===== src/rtl/pdp11_fetch_unit.sv =====
// PDP-11 instruction fetch front end: walks a byte PC, reads 16-bit words from
// 1-cycle-latency flash and queues {word, pc} for decode behind a valid/ready handshake.
module pdp11_fetch_unit #(
    parameter logic [15:0] RESET_PC  = 16'o000000,
    parameter int          MEM_WORDS = 1024,
    parameter int          DEPTH     = 4,
    parameter int          ADDR_W    = 10
) (
    input  logic                       clk,
    input  logic                       rst_n,
    output logic                       o_mem_req,
    output logic [ADDR_W-1:0]          o_mem_addr,
    input  logic [15:0]                i_mem_rdata,
    output logic                       o_instr_valid,
    input  logic                       i_instr_ready,
    output logic [15:0]                o_instr_word,
    output logic [15:0]                o_instr_pc,
    input  logic                       i_redirect_valid,
    input  logic [15:0]                i_redirect_pc,
    input  logic                       i_halt,
    output logic                       o_fetch_fault,
    output logic [$clog2(DEPTH):0]     o_occupancy
);

    localparam int          PTR_W    = $clog2(DEPTH);
    localparam int          CNT_W    = PTR_W + 1;
    localparam logic [16:0] PC_LIMIT = 17'(2 * MEM_WORDS);

    logic [15:0]      r_fetch_pc;
    logic             r_inflight;
    logic [15:0]      r_inflight_pc;
    logic             r_fault;
    logic [15:0]      r_fifo_word [DEPTH];
    logic [15:0]      r_fifo_pc   [DEPTH];
    logic [PTR_W-1:0] r_wr_ptr;
    logic [PTR_W-1:0] r_rd_ptr;
    logic [CNT_W-1:0] r_count;
    logic [15:0]      r_last_word;
    logic [15:0]      r_last_pc;

    logic             w_pc_in_range;
    logic             w_credit;
    logic             w_issue;
    logic             w_push;
    logic             w_pop;
    logic             w_valid;
    logic [15:0]      w_head_word;
    logic [15:0]      w_head_pc;

    // Issue/credit decision and FIFO handshake terms; the credit check counts the
    // in-flight read and deliberately ignores a same-cycle pop.
    always_comb begin
        w_pc_in_range = ({1'b0, r_fetch_pc} < PC_LIMIT);
        w_credit      = ((r_count + {{PTR_W{1'b0}}, r_inflight}) < CNT_W'(DEPTH));
        w_issue       = rst_n && !i_halt && !r_fault && !i_redirect_valid
                        && w_credit && w_pc_in_range;
        w_push        = r_inflight && !i_redirect_valid;
        w_valid       = (r_count != {CNT_W{1'b0}});
        w_pop         = w_valid && i_instr_ready;
        w_head_word   = r_fifo_word[r_rd_ptr];
        w_head_pc     = r_fifo_pc[r_rd_ptr];
    end

    // Output mapping; an empty queue keeps showing the last presented head.
    always_comb begin
        o_mem_req     = w_issue;
        o_mem_addr    = rst_n ? r_fetch_pc[ADDR_W:1] : {ADDR_W{1'b0}};
        o_instr_valid = w_valid;
        if (w_valid) begin
            o_instr_word = w_head_word;
            o_instr_pc   = w_head_pc;
        end else begin
            o_instr_word = r_last_word;
            o_instr_pc   = r_last_pc;
        end
        o_fetch_fault = r_fault;
        o_occupancy   = r_count;
    end

    // Fetch PC, in-flight tracking, prefetch queue and fault state.
    always_ff @(posedge clk or negedge rst_n) begin
        if (!rst_n) begin
            r_fetch_pc    <= RESET_PC & 16'hFFFE;
            r_inflight    <= 1'b0;
            r_inflight_pc <= 16'h0000;
            r_fault       <= 1'b0;
            r_wr_ptr      <= {PTR_W{1'b0}};
            r_rd_ptr      <= {PTR_W{1'b0}};
            r_count       <= {CNT_W{1'b0}};
            r_last_word   <= 16'h0000;
            r_last_pc     <= 16'h0000;
            for (int i = 0; i < DEPTH; i++) begin
                r_fifo_word[i] <= 16'h0000;
                r_fifo_pc[i]   <= 16'h0000;
            end
        end else begin
            if (w_valid) begin
                r_last_word <= w_head_word;
                r_last_pc   <= w_head_pc;
            end
            if (i_redirect_valid) begin
                // Flush wins over everything, including the response landing this cycle.
                r_fetch_pc <= i_redirect_pc & 16'hFFFE;
                r_fault    <= i_redirect_pc[0];
                r_inflight <= 1'b0;
                r_wr_ptr   <= {PTR_W{1'b0}};
                r_rd_ptr   <= {PTR_W{1'b0}};
                r_count    <= {CNT_W{1'b0}};
            end else begin
                if (w_push) begin
                    r_fifo_word[r_wr_ptr] <= i_mem_rdata;
                    r_fifo_pc[r_wr_ptr]   <= r_inflight_pc;
                    r_wr_ptr              <= r_wr_ptr + {{(PTR_W-1){1'b0}}, 1'b1};
                end
                if (w_pop) begin
                    r_rd_ptr <= r_rd_ptr + {{(PTR_W-1){1'b0}}, 1'b1};
                end
                r_count    <= r_count + {{PTR_W{1'b0}}, w_push} - {{PTR_W{1'b0}}, w_pop};
                r_inflight <= w_issue;
                if (w_issue) begin
                    r_inflight_pc <= r_fetch_pc;
                    r_fetch_pc    <= r_fetch_pc + 16'h0002;
                end
                if (!w_pc_in_range) begin
                    r_fault <= 1'b1;
                end
            end
        end
    end

endmodule


===== config.mk =====
export PLATFORM = sky130hd
export DESIGN_NAME = pdp11_fetch_unit
export DESIGN_NICKNAME = d
export VERILOG_FILES = /design/src/rtl/pdp11_fetch_unit.sv
export SDC_FILE = /design/constraint.sdc
export NUM_CORES = 1
export LEC_CHECK = 0
export CAP_MARGIN = 0
export CORE_MARGIN = 10
export CORE_UTILIZATION = 35
export CTS_CLUSTER_SIZE = 8
export DETAILED_ROUTE_END_ITERATION = 7
export PLACE_DENSITY = 0.64
export SLEW_MARGIN = 40
export SYNTH_ARGS = -nofsm -noshare
export SYNTH_HDL_FRONTEND = slang
export SYNTH_SLANG_ARGS = --single-unit

===== constraint.sdc =====
create_clock -name clk -period 4.6 [get_ports clk]
set_input_delay 0.92 -clock clk [delete_from_list [all_inputs] [get_ports clk]]
set_output_delay 0.92 -clock clk [all_outputs]
set_load 0.02 [all_outputs]

== Word level (Yosys, flattened, before mapping) ==
Index checks and enable logic that the tools add are counted.

* Reductions and logical operators: 17
* Add/subtract/negate cells: 6
* Multiplexer cells: 23
* Bitwise gates (word level): 3
* Magnitude comparators: 5
* Eq/ne operators: 1

{| class="wikitable"
|+ Operator list
! kind !! count
|-
| 16-bit 2-to-1 mux || 9
|-
| 64-bit bitwise mux || 2
|-
| 16-bit binary-select mux with 2-bit select || 2
|-
| 16-bit demux with 2-bit select || 1
|-
| 16-bit by 2-bit adder with 16-bit output (second input constant) || 1
|-
| 16-bit by 12-bit < comparator with 1-bit output (second input constant) || 1
|-
| 10-bit 2-to-1 mux || 1
|-
| 1-bit logical AND || 8
|-
| 2-bit 2-to-1 mux || 4
|-
| 3-bit by 1-bit adder with 3-bit output || 2
|-
| 3-bit greater-or-equal comparator (second input constant) || 2
|-
| 2-bit NOT with 3-bit output || 2
|-
| 2-bit nonzero test || 3
|-
| 2-bit by 1-bit adder with 2-bit output (second input constant) || 2
|-
| 2-bit AND reduction || 2
|-
| 1-bit zero test || 3
|-
| 3-bit by 1-bit < comparator with 1-bit output (second input constant) || 1
|-
| 3-bit < comparator (second input constant) || 1
|-
| 1-bit 2-to-1 mux || 3
|-
| 3-bit 2-to-1 mux || 1
|-
| 3-bit nonzero test || 1
|-
| 3-bit by 1-bit subtractor with 3-bit output || 1
|-
| 2-bit != test (second input constant) || 1
|-
| 1-bit NOT || 1
|}

* Output and inout port bits: 48
* Logic and storage cells: 72
* Input bits: 37
* Flip-flop bits (word level): 201

== Depth between registers and ports, before layout ==
Gate-level depths: netlist of the first run.

* Word-level depth: 8
* Depth in mapped cells: 10
* Depth with buffers taken out: 10

== Least setup slack after synthesis of the first run ==
Ideal clock, no wire load.

* Path kind: input -> output
* Start point: in i_redirect_valid
* End point: out o_mem_req
* Cell stages on the path: 4
* Data required time: 3.680 ns
* Arrival: 1.936 ns
* Path slack: 1.744 ns
* Buffers on the path: 1
* Cell sequence: buf_6 nor3_2 nand2_2 nor3_1

* Longest elaborated chain between the ends: 4

{| class="wikitable"
|+ Ends and longest elaborated chain
! item !! RTL line !! source
|-
| start: declaration || 18 || <nowiki>input logic i_redirect_valid,</nowiki>
|-
| 1-bit zero test || 55 || <nowiki>w_issue = rst_n && !i_halt && !r_fault && !i_redirect_valid</nowiki>
|-
| 1-bit logical AND || 55 ||
|-
| 1-bit logical AND (2 in a row) || 56 || <nowiki>&& w_credit && w_pc_in_range;</nowiki>
|-
| end: declaration || 11 || <nowiki>output logic o_mem_req,</nowiki>
|}

Every way passes these cells.

== Worst setup path in the final report of the first run ==
* Start point: reg r_rd_ptr[0]
* End point: out o_instr_pc[13]

* Longest elaborated chain between the ends: 5

{| class="wikitable"
|+ Ends and longest elaborated chain
! item !! RTL line !! source
|-
| start: declaration || 36 || <nowiki>logic [PTR_W-1:0] r_rd_ptr;</nowiki>
|-
| start signal: assignment || 88 || <nowiki>r_rd_ptr <= {PTR_W{1'b0}};</nowiki>
|-
| start signal: assignment || 107 || <nowiki>r_rd_ptr <= {PTR_W{1'b0}};</nowiki>
|-
| start signal: assignment || 116 || <nowiki>r_rd_ptr <= r_rd_ptr + {{(PTR_W-1){1'b0}}, 1'b1};</nowiki>
|-
| 2-bit NOT with 3-bit output (not written as such) || 61 || <nowiki>w_head_pc = r_fifo_pc[r_rd_ptr];</nowiki>
|-
| 16-bit binary-select mux with 2-bit select || 61 ||
|-
| 16-bit 2-to-1 mux (not written as such) (2 in a row) || 61 ||
|-
| 16-bit 2-to-1 mux || 69 || <nowiki>if (w_valid) begin</nowiki>
|-
| end: declaration || 17 || <nowiki>output logic [15:0] o_instr_pc,</nowiki>
|}

Every way passes these cells. The select of a mux whose other input is x is not followed.

==> results of run 1 <==
-- final cells by class --
| cell class | count | area (sq um) |
|---|---|---|
| well taps | 319 | 399 |
| multi-input cells | 387 | 3370 |
| clock buffers | 20 | 447 |
| repair buffers | 93 | 945 |
| flip-flops and latches | 195 | 4880 |
| clock inverters | 10 | 78.8 |
| fillers | 2231 | 13400 |
| inverters | 11 | 41.3 |
-- registers in the layout, indices dropped and copies added, names as in the netlist --
name           count
r_fifo_word       64
r_fifo_pc         60
r_last_pc         16
r_last_word       16
r_fetch_pc        15
r_inflight_pc     15
o_occupancy        3
r_rd_ptr           2
r_wr_ptr           2
o_fetch_fault      1
r_inflight         1
-- per-layer routing --
| layer | up-vias | GRT usage, % | routed length, um |
|---|---|---|---|
| li1 | 2332 | - | - |
| met1 | 2555 | 15.6 | 8250 |
| met2 | 86 | 18.5 | 8160 |
| met3 | 12 | 3.73 | 913 |
| met4 | 0 | 3.60 | 204 |
| met5 | - | 0 | 0 |
-- layout by cell type, fill, tap and decap left out, drive strengths merged --
cell type / count
a211o: 3
a21bo: 1
a21boi: 1
a21o: 2
a221o: 2
a22oi: 2
a32o: 1
and2: 19
and3: 2
and4: 1
buf: 9
clkbuf: 21
clkdlybuf4s50: 83
clkinv: 2
clkinvlp: 4
dfrtp: 195
fa: 1
ha: 7
inv: 15
mux2: 128
mux2i: 2
mux4: 31
nand2: 133
nand2b: 1
nand3: 3
nand4: 2
nor2: 10
nor2b: 2
nor3: 6
nor4: 3
o21a: 1
o21ai: 9
o31ai: 5
or2: 1
or3: 1
xnor2: 5
xor2: 2
-- cell families (layout without fill, tap and decap cells) --
| logic type | count (synthesis) | in the layout | synth area share, % |
|---|---|---|---|
| mux | 161 | 161 | 25.7 |
| flops | 195 | 195 | 58.1 |
| compound gates | 27 | 27 | 2.37 |
| buf+inv | 44 | 134 | 2.23 |
| xor+xnor | 7 | 7 | 0.730 |
| simple gates | 184 | 184 | 9.57 |
| fa+ha+maj | 8 | 8 | 1.28 |
-- power breakdown --
| group | total, mW | switching [mW] | internal (mW) |
|---|---|---|---|
| combinational | 0.674 | 0.407 | 0.267 |
| clock | 1.35 | 0.642 | 0.707 |
| sequential | 1.84 | 0.0832 | 1.76 |
-- worst max-delay path, cell delays in order, from the launching register on --
cell             delay [ns]
dfrtp_2                0.72
buf_4                  0.36
mux4_2                 0.54
nand2_1                0.09
nand2_1                0.08
clkdlybuf4s50_1        0.54
-- metrics by stage --
step                      cells  instance area, sq um  utilization, %
final                      1035                 10200            43.2
after global routing       1035                 10200            43.2
after global placement     1004                  9580            40.7
after CTS                  1034                 10100            43.1
after detailed placement   1004                  9610            40.8
after floorplan             626                  8400               -
-- worst max path at each step --
stage | from | end | slack [ns] | depth (start not counted)
after floorplan | i_redirect_valid | o_mem_req | 1.74 | 4
after global placement | i_redirect_valid | o_mem_req | 0.97 | 5
after detailed placement | i_redirect_valid | o_mem_req | 0.93 | 5
after CTS | r_rd_ptr[0] | o_instr_pc[13] | 0.82 | 5
after global routing | r_rd_ptr[0] | o_instr_pc[14] | 0.72 | 5
final | r_rd_ptr[0] | o_instr_pc[13] | 0.91 | 5
==> metrics.txt, run 1 <==
post-route minimum period approximately 3.7 ns; gp weighted congestion about 0.73; Starting Density 35.7%; FFs w/ async S/R, synth 100%; CTS clk-pin slew, worst paths around 0.07 ns; FF-to-FF Start o_occupancy[1]; crit-path max FO 16; R2R Path End o_occupancy[2]; Port Buffers 84; CP startpoint kind flip-flop; fmax between 200 and 300 MHz; pre-CTS WS 0.934 ns; die height around 170 um; Pwr Total 3.86 mW; hold_buf cts 0; maximum vdd drop 285 uV; DR pass1 iterations 4; Synth area leader dfrtp_1; clock latency on the worst-skew pair 0.43 ns; row cnt 56; Setup-failing EPs final 0; Max Slew Vio Count 0; Final ANT Viol Nets 0; max_cap viols 0; CTS buffer count 17; most numerous cell in the Yosys netlist dfrtp_1; critical path class flip-flop to output pin; Area contributors post-synth dfrtp_1 58%, mux2_2 17%, mux4_2 8.3%; required time worst endpoint 3.68 ns; final critical-path share of the clock period 80.1%; EDFF count, synth 0; Antenna diodes 0; Main synth FF type dfrtp_1; routed vias approximately 5000; Die Footprint 30600 sq um; Static Leakage 4.94 nW; syn_area_per_cell between 10 and 15 sq um; routed wire length 17500 um; CTS tree yes; wire per inst 16.9 um; clock sink count around 200; PwrDens 380 nW/um^2; Reg2Reg Depth 11; Yosys top cell area share between 50 and 60%; Min Hold Slack 0.457 ns; Hold Vio Cnt, Final 0; Slew HR 47.8%; worst clock skew 0.00978 ns; outcome finished, final reports clean; Root Driver clkbuf_16; Core Region 23500 sq um; critical path arrival 2.77 ns; r2r setup slk about 1.9 ns; top post-synthesis cells by count 195 x dfrtp_1, 132 x nand2_1, 128 x mux2_2, 31 x mux4_2, 19 x and2_1; Overall Global Routing Usage 11.9%; first-pass GRT wire length 29200 um; # DRC 0; RSZ-0062 raised after global routing false; I/O pin total 85; 1st-iter DRT viols 318; Die Width 175 um; grt ovf 0; H-tree levels 4; clk buf depth 2; post-synthesis sequential area ratio 58.1%; share of cells above drive strength 1 between 20% and 30%; vias in the first global route 5384; worst setup margin 0.913 ns; setup repair bufs after CTS 0; Seq cells post-synth 195; Post-Synthesis Cell Area 8400 sq um; Post-Synthesis Cells 626; crit end category output pin; Syn Nets 671; final layout net count 750; setup_tns 0 ns; Hold WC Path Type input pin to asynchronous set/reset pin; initial antenna violation count 0; cts repair resizes 0; routed vias/inst 4.82; pin count of the biggest net entering global routing 154; Netlist cell types 40; Syn. warnings 0; Layout area overhead 21.0%; worst slew pin tran 0.781 ns; DP HPWL around 11000 um
Power figures use the tool's default switching activity.
==> inputs of run 2 (changes only) <==
- clock period: 4.6 -> 3.6 ns (I/O delays scaled with it)
==> run 2 against run 1 <==
Effect of this change: utilization grew 0.40 points; setup slack got worse by 0.58 ns; critical path type unchanged; global-route usage increased by 0.15 points; largest power group unchanged; non-clock buffer count up 5; flip-flop and latch count unchanged; highest routed layer unchanged; clock skew rose by 0.0022 ns; via count grew 0.28%; critical endpoint is now o_instr_pc[15].
==> metrics.txt, run 2 (synthesis gave the netlist of run 1 again) <==
Pwr Total between 5 and 6 mW; 1st-iter DRT viols 243; outcome finished, final reports clean; final layout net count between 700 and 800; hold_buf cts 0; die height 175 um; r2r setup slk 0.82 ns; Starting Density 35.7%; Regs by FF count r_fifo_word (64), r_fifo_pc (60); CTS tree yes; R2R Path End o_occupancy[2]; Design Area, Final roughly 10000 sq um; grt ovf 0; I/O pin total 85; cts repair resizes 0; CP startpoint kind flip-flop; DP HPWL between 10000 and 15000 um; routed vias 4999; pin count of the biggest net entering global routing 144; critical path arrival 2.55 ns; Hold WC Path Type input pin to asynchronous set/reset pin; vias in the first global route 5377; routed wire length 17800 um; share of cells above drive strength 1 a little under a third; H-tree levels 4; FF-to-FF Start o_occupancy[1]; Die Width around 170 um; row cnt 56; gp weighted congestion 0.741; Overall Global Routing Usage 12.1%; setup repair bufs after CTS 0; final critical-path share of the clock period around nine tenths; fmax 306 MHz; Die Footprint 30600 sq um; CTS clk-pin slew, worst paths 0.07 ns; worst clock skew around 0.012 ns; Root Driver clkbuf_16; Core Region 23500 sq um; register with the most flip-flops r_fifo_word; Max Slew Vio Count 0; PwrDens 491 nW/um^2; Placed Instance Area approximately 9700 sq um; Final Util 43.6%; critical path class flip-flop to output pin; Final ANT Viol Nets 0; Layout area overhead 22.2%; crit-path max FO 33; most frequent cells in the layout 194 x dfrtp_1, 128 x nand2_1, 128 x mux2_2; commonest non-fill, non-tap cell in the layout dfrtp_1; setup_tns 0 ns; # DRC 0; max_cap viols 0; crit end category output pin; worst slew pin tran roughly 0.73 ns; RSZ-0062 raised after global routing false; DR pass1 iterations 4; Slew HR 51.3%; worst setup margin 0.334 ns; Port Buffers 84; max FFs per register between 60 and 70; clock sink count 195; Hold Vio Cnt, Final 0; Setup-failing EPs final 0; required time worst endpoint ~2.9 ns; post-route minimum period 3.27 ns; routed vias/inst between 4 and 5; initial antenna violation count 1; maximum vdd drop 276 uV; pre-CTS WS 0.342 ns; Static Leakage 4.97 nW; Reg2Reg Depth 12; wire per inst 17.0 um; first-pass GRT wire length 29500 um; clock latency on the worst-skew pair 0.43 ns; clk buf depth 2; CTS buffer count 17
==> run 2: cell count changes in the layout (fill, tap and decap cells not counted), moves of 2 or more <==
cell / previous run / this run
nand2_4: 4 / 0
clkbuf_1: 2 / 0
clkinvlp_4: 4 / 1
buf_12: 1 / 6
inv_8: 0 / 3
nand2_2: 1 / 5
==> run 2: routing by layer <==
metal	up-vias	global-route usage (%)	share of wire (%)	wire, um
li1	2351	-	-	-
met1	2542	15.5	46	8250
met2	95	18.8	46	8270
met3	11	4.57	6.3	1120
met4	0	3.18	0.82	146
met5	-	0	0	0
==> run 2: worst max-delay path: stages (launching register included) <==
cell             delay (ns)
dfrtp_1                0.48
nor3_2                 0.09
buf_4                  0.20
inv_1                  0.06
buf_4                  0.39
nand2_1                0.15
nand2_1                0.12
clkdlybuf4s50_1        0.61
==> run 2: final cells by class <==
type	count	area [sq um]
fillers	2211	13300
flip-flops and latches	195	4880
multi-input cells	387	3350
repair buffers	98	1020
clock buffers	19	453
well taps	319	399
clock inverters	13	113
inverters	11	41.3
diodes	1	2.50
==> run 2: metrics by stage <==
step,hold WS (ns),instances
global route,0.0715,1042
CTS,0.0804,1042
finish,0.0982,1043
floorplan,0.424,626
global placement,0.448,1010
detailed placement,0.452,1010
==> run 2: where the power goes <==
part,internal [mW],switching (mW)
logic,0.347,0.563
clock network,0.946,0.864
registers,2.25,0.0652
total,3.54,1.49
==> run 2: how the worst max path moves through the flow <==
stage	slack, ns	to	startpoint
floorplan	1.14	o_mem_req	i_redirect_valid
global placement	0.39	o_mem_req	i_redirect_valid
detailed placement	0.34	o_mem_req	i_redirect_valid
CTS	0.25	o_instr_pc[3]	o_occupancy[1]
global route	0.09	o_instr_pc[1]	o_occupancy[1]
finish	0.33	o_instr_pc[15]	o_occupancy[1]
==> inputs of run 3 (changes only) <==
- CTS_CLUSTER_SIZE: 8 -> 14
- DONT_BUFFER_PORTS: not set -> 1
- MAX_ROUTING_LAYER: not set -> met4
- PLACE_DENSITY: 0.64 -> 0.6
==> run 3 against run 2 <==
Effect of this change: the run now ends with negative hold slack left; combinational power fell by 28%; clock power up 12%; setup slack improved by 0.32 ns; via count decreased by 5.5%; critical endpoint is now o_instr_pc[4]; largest power group unchanged.
==> metrics.txt, run 3 (synthesis gave the netlist of run 1 again) <==
Slowest cell on crit path dfrtp_2; wire per inst 18.7 um; failing checks negative hold slack; crit-path max FO 23; initial antenna violation count 0; RSZ-0062 raised after global routing false; worst slew pin tran 0.826 ns; routed vias/inst 4.98; CTS tree yes; max_cap viols 0; # DRC 0; outcome complete, but fails checks; slowest stage delay, CP around 0.66 ns; Hold Vio Cnt, Final 5; placed cells 916; critical-path cell list buf_12 > mux4_2 > nand2_1 > nand2_1; die height 175 um; crit end category output pin; vias in the first global route 5266; clock latency on the worst-skew pair roughly 0.43 ns; most frequent cells in the layout 193 x dfrtp_1, 128 x nand2_1, 128 x mux2_2; H-tree levels 4; Layout area overhead 11.6%; pin count of the biggest net entering global routing 207; routed vias 4724; Port Buffers 0; 1st-iter DRT viols between 200 and 300; length of routed wiring on met1 7820 um; worst clock skew roughly 0.012 ns; I/O pin total 85; setup_tns 0 ns; CTS clk-pin slew, worst paths ~0.070 ns; final layout net count between 600 and 700; DP HPWL 10900 um; Setup-failing EPs final 0; CP dominant cell by count nand2_1; CP startpoint kind flip-flop; Final ANT Viol Nets 0; clock sink count ~200; Core Region 23500 sq um; Root Driver clkbuf_16; gp weighted congestion between 0.7 and 0.8; grt ovf 0; post-route minimum period 2.95 ns; commonest non-fill, non-tap cell in the layout dfrtp_1; CTS buffer count 17; Starting Density 35.7%; PwrDens around 540 nW/um^2; Die Footprint 30600 sq um; setup repair bufs after CTS 0; fmax 339 MHz; Regs by FF count r_fifo_word (64), r_fifo_pc (60); Pwr Total 5.07 mW; met2 routed WL around 8600 um; Min Hold Slack -0.00690 ns; final critical-path share of the clock period 81.9%; WL met3 1140 um; max FFs per register between 60 and 70; maximum vdd drop ~400 uV; Overall Global Routing Usage 12.3%; Die Width between 150 and 200 um; Antenna diodes 0; critical path arrival 2.23 ns; Max Slew Vio Count 0; cts repair resizes 0; row cnt 56; filler instances 2239; clk buf depth 2; routed wire length 17700 um; final cell count without fillers 948; Slew HR 44.9%; DR pass1 iterations 4; critical path class flip-flop to output pin; Hold WC Path Type input pin to asynchronous set/reset pin; register with the most flip-flops r_fifo_word; required time worst endpoint 2.88 ns; Static Leakage 4.66 nW; first-pass GRT wire length 28900 um; top layer reached by signal wires met4; share of cells above drive strength 1 32.9%
-- run 3: metrics by stage --
| stage | setup slack, ns | hold WS (ns) | area [sq um] | utilization, % |
|---|---|---|---|---|
| 2_1_floorplan | 1.14 | 0.424 | 8400 | - |
| 3_3_place_gp | 0.961 | 0.438 | 8710 | 37.0 |
| 3_5_place_dp | 0.858 | 0.439 | 8730 | 37.1 |
| 4_1_cts | 0.566 | -0.0265 | 9370 | 39.8 |
| 5_1_grt | 0.462 | -0.0368 | 9380 | 39.8 |
| 6_report | 0.650 | -0.00690 | 9380 | 39.8 |
-- run 3: path summary, 6_finish.rpt --
kind | end | from | cells past startpoint | slack (ns)
setup / recovery | o_instr_pc[4] | r_rd_ptr[0] | 4 | 0.65
hold / removal | r_fetch_pc[7] | rst_n | 0 | -0.007
setup reg to reg | o_occupancy[2] | r_inflight | 9 | 1.11
hold reg to reg | r_fifo_pc[19] | r_fifo_pc[19] | 1 | 0.50
max in group asynchronous | r_fifo_word[3] | rst_n | 0 | 3.19
min in group clk | r_rd_ptr[0] | i_redirect_valid | 1 | 0.35
-- run 3: per-layer routing --
layer,vias to the layer above,GRT usage [%]
li1,2157,-
met1,2468,14.9
met2,87,19.1
met3,12,4.25
met4,0,3.46
met5,-,-
-- run 3: critical path, delay by kind of cell (launching register included) --
family | cells | cell delay, ns
flip-flops | 1 | 0.66
AND/OR/NAND/NOR | 2 | 0.30
multiplexers | 1 | 0.53
buffers and inverters | 1 | 0.30
-- run 3: power breakdown --
group | total [mW] | switching, mW | internal, mW
logic | 0.656 | 0.430 | 0.226
clock network | 2.02 | 0.808 | 1.21
registers | 2.39 | 0.145 | 2.25
-- run 3: final cells by class --
| cell class | instances | area, sq um | share of cell area (%) |
|---|---|---|---|
| clock buffer | 22 | 464 | 4.95 |
| clock inverter | 10 | 170 | 1.82 |
| inverter | 11 | 41.3 | 0.440 |
| multi-input combinational | 387 | 3370 | 36.0 |
| sequential | 195 | 4880 | 52.1 |
| tap | 319 | 399 | 4.26 |
| timing repair buffer | 4 | 42.5 | 0.454 |
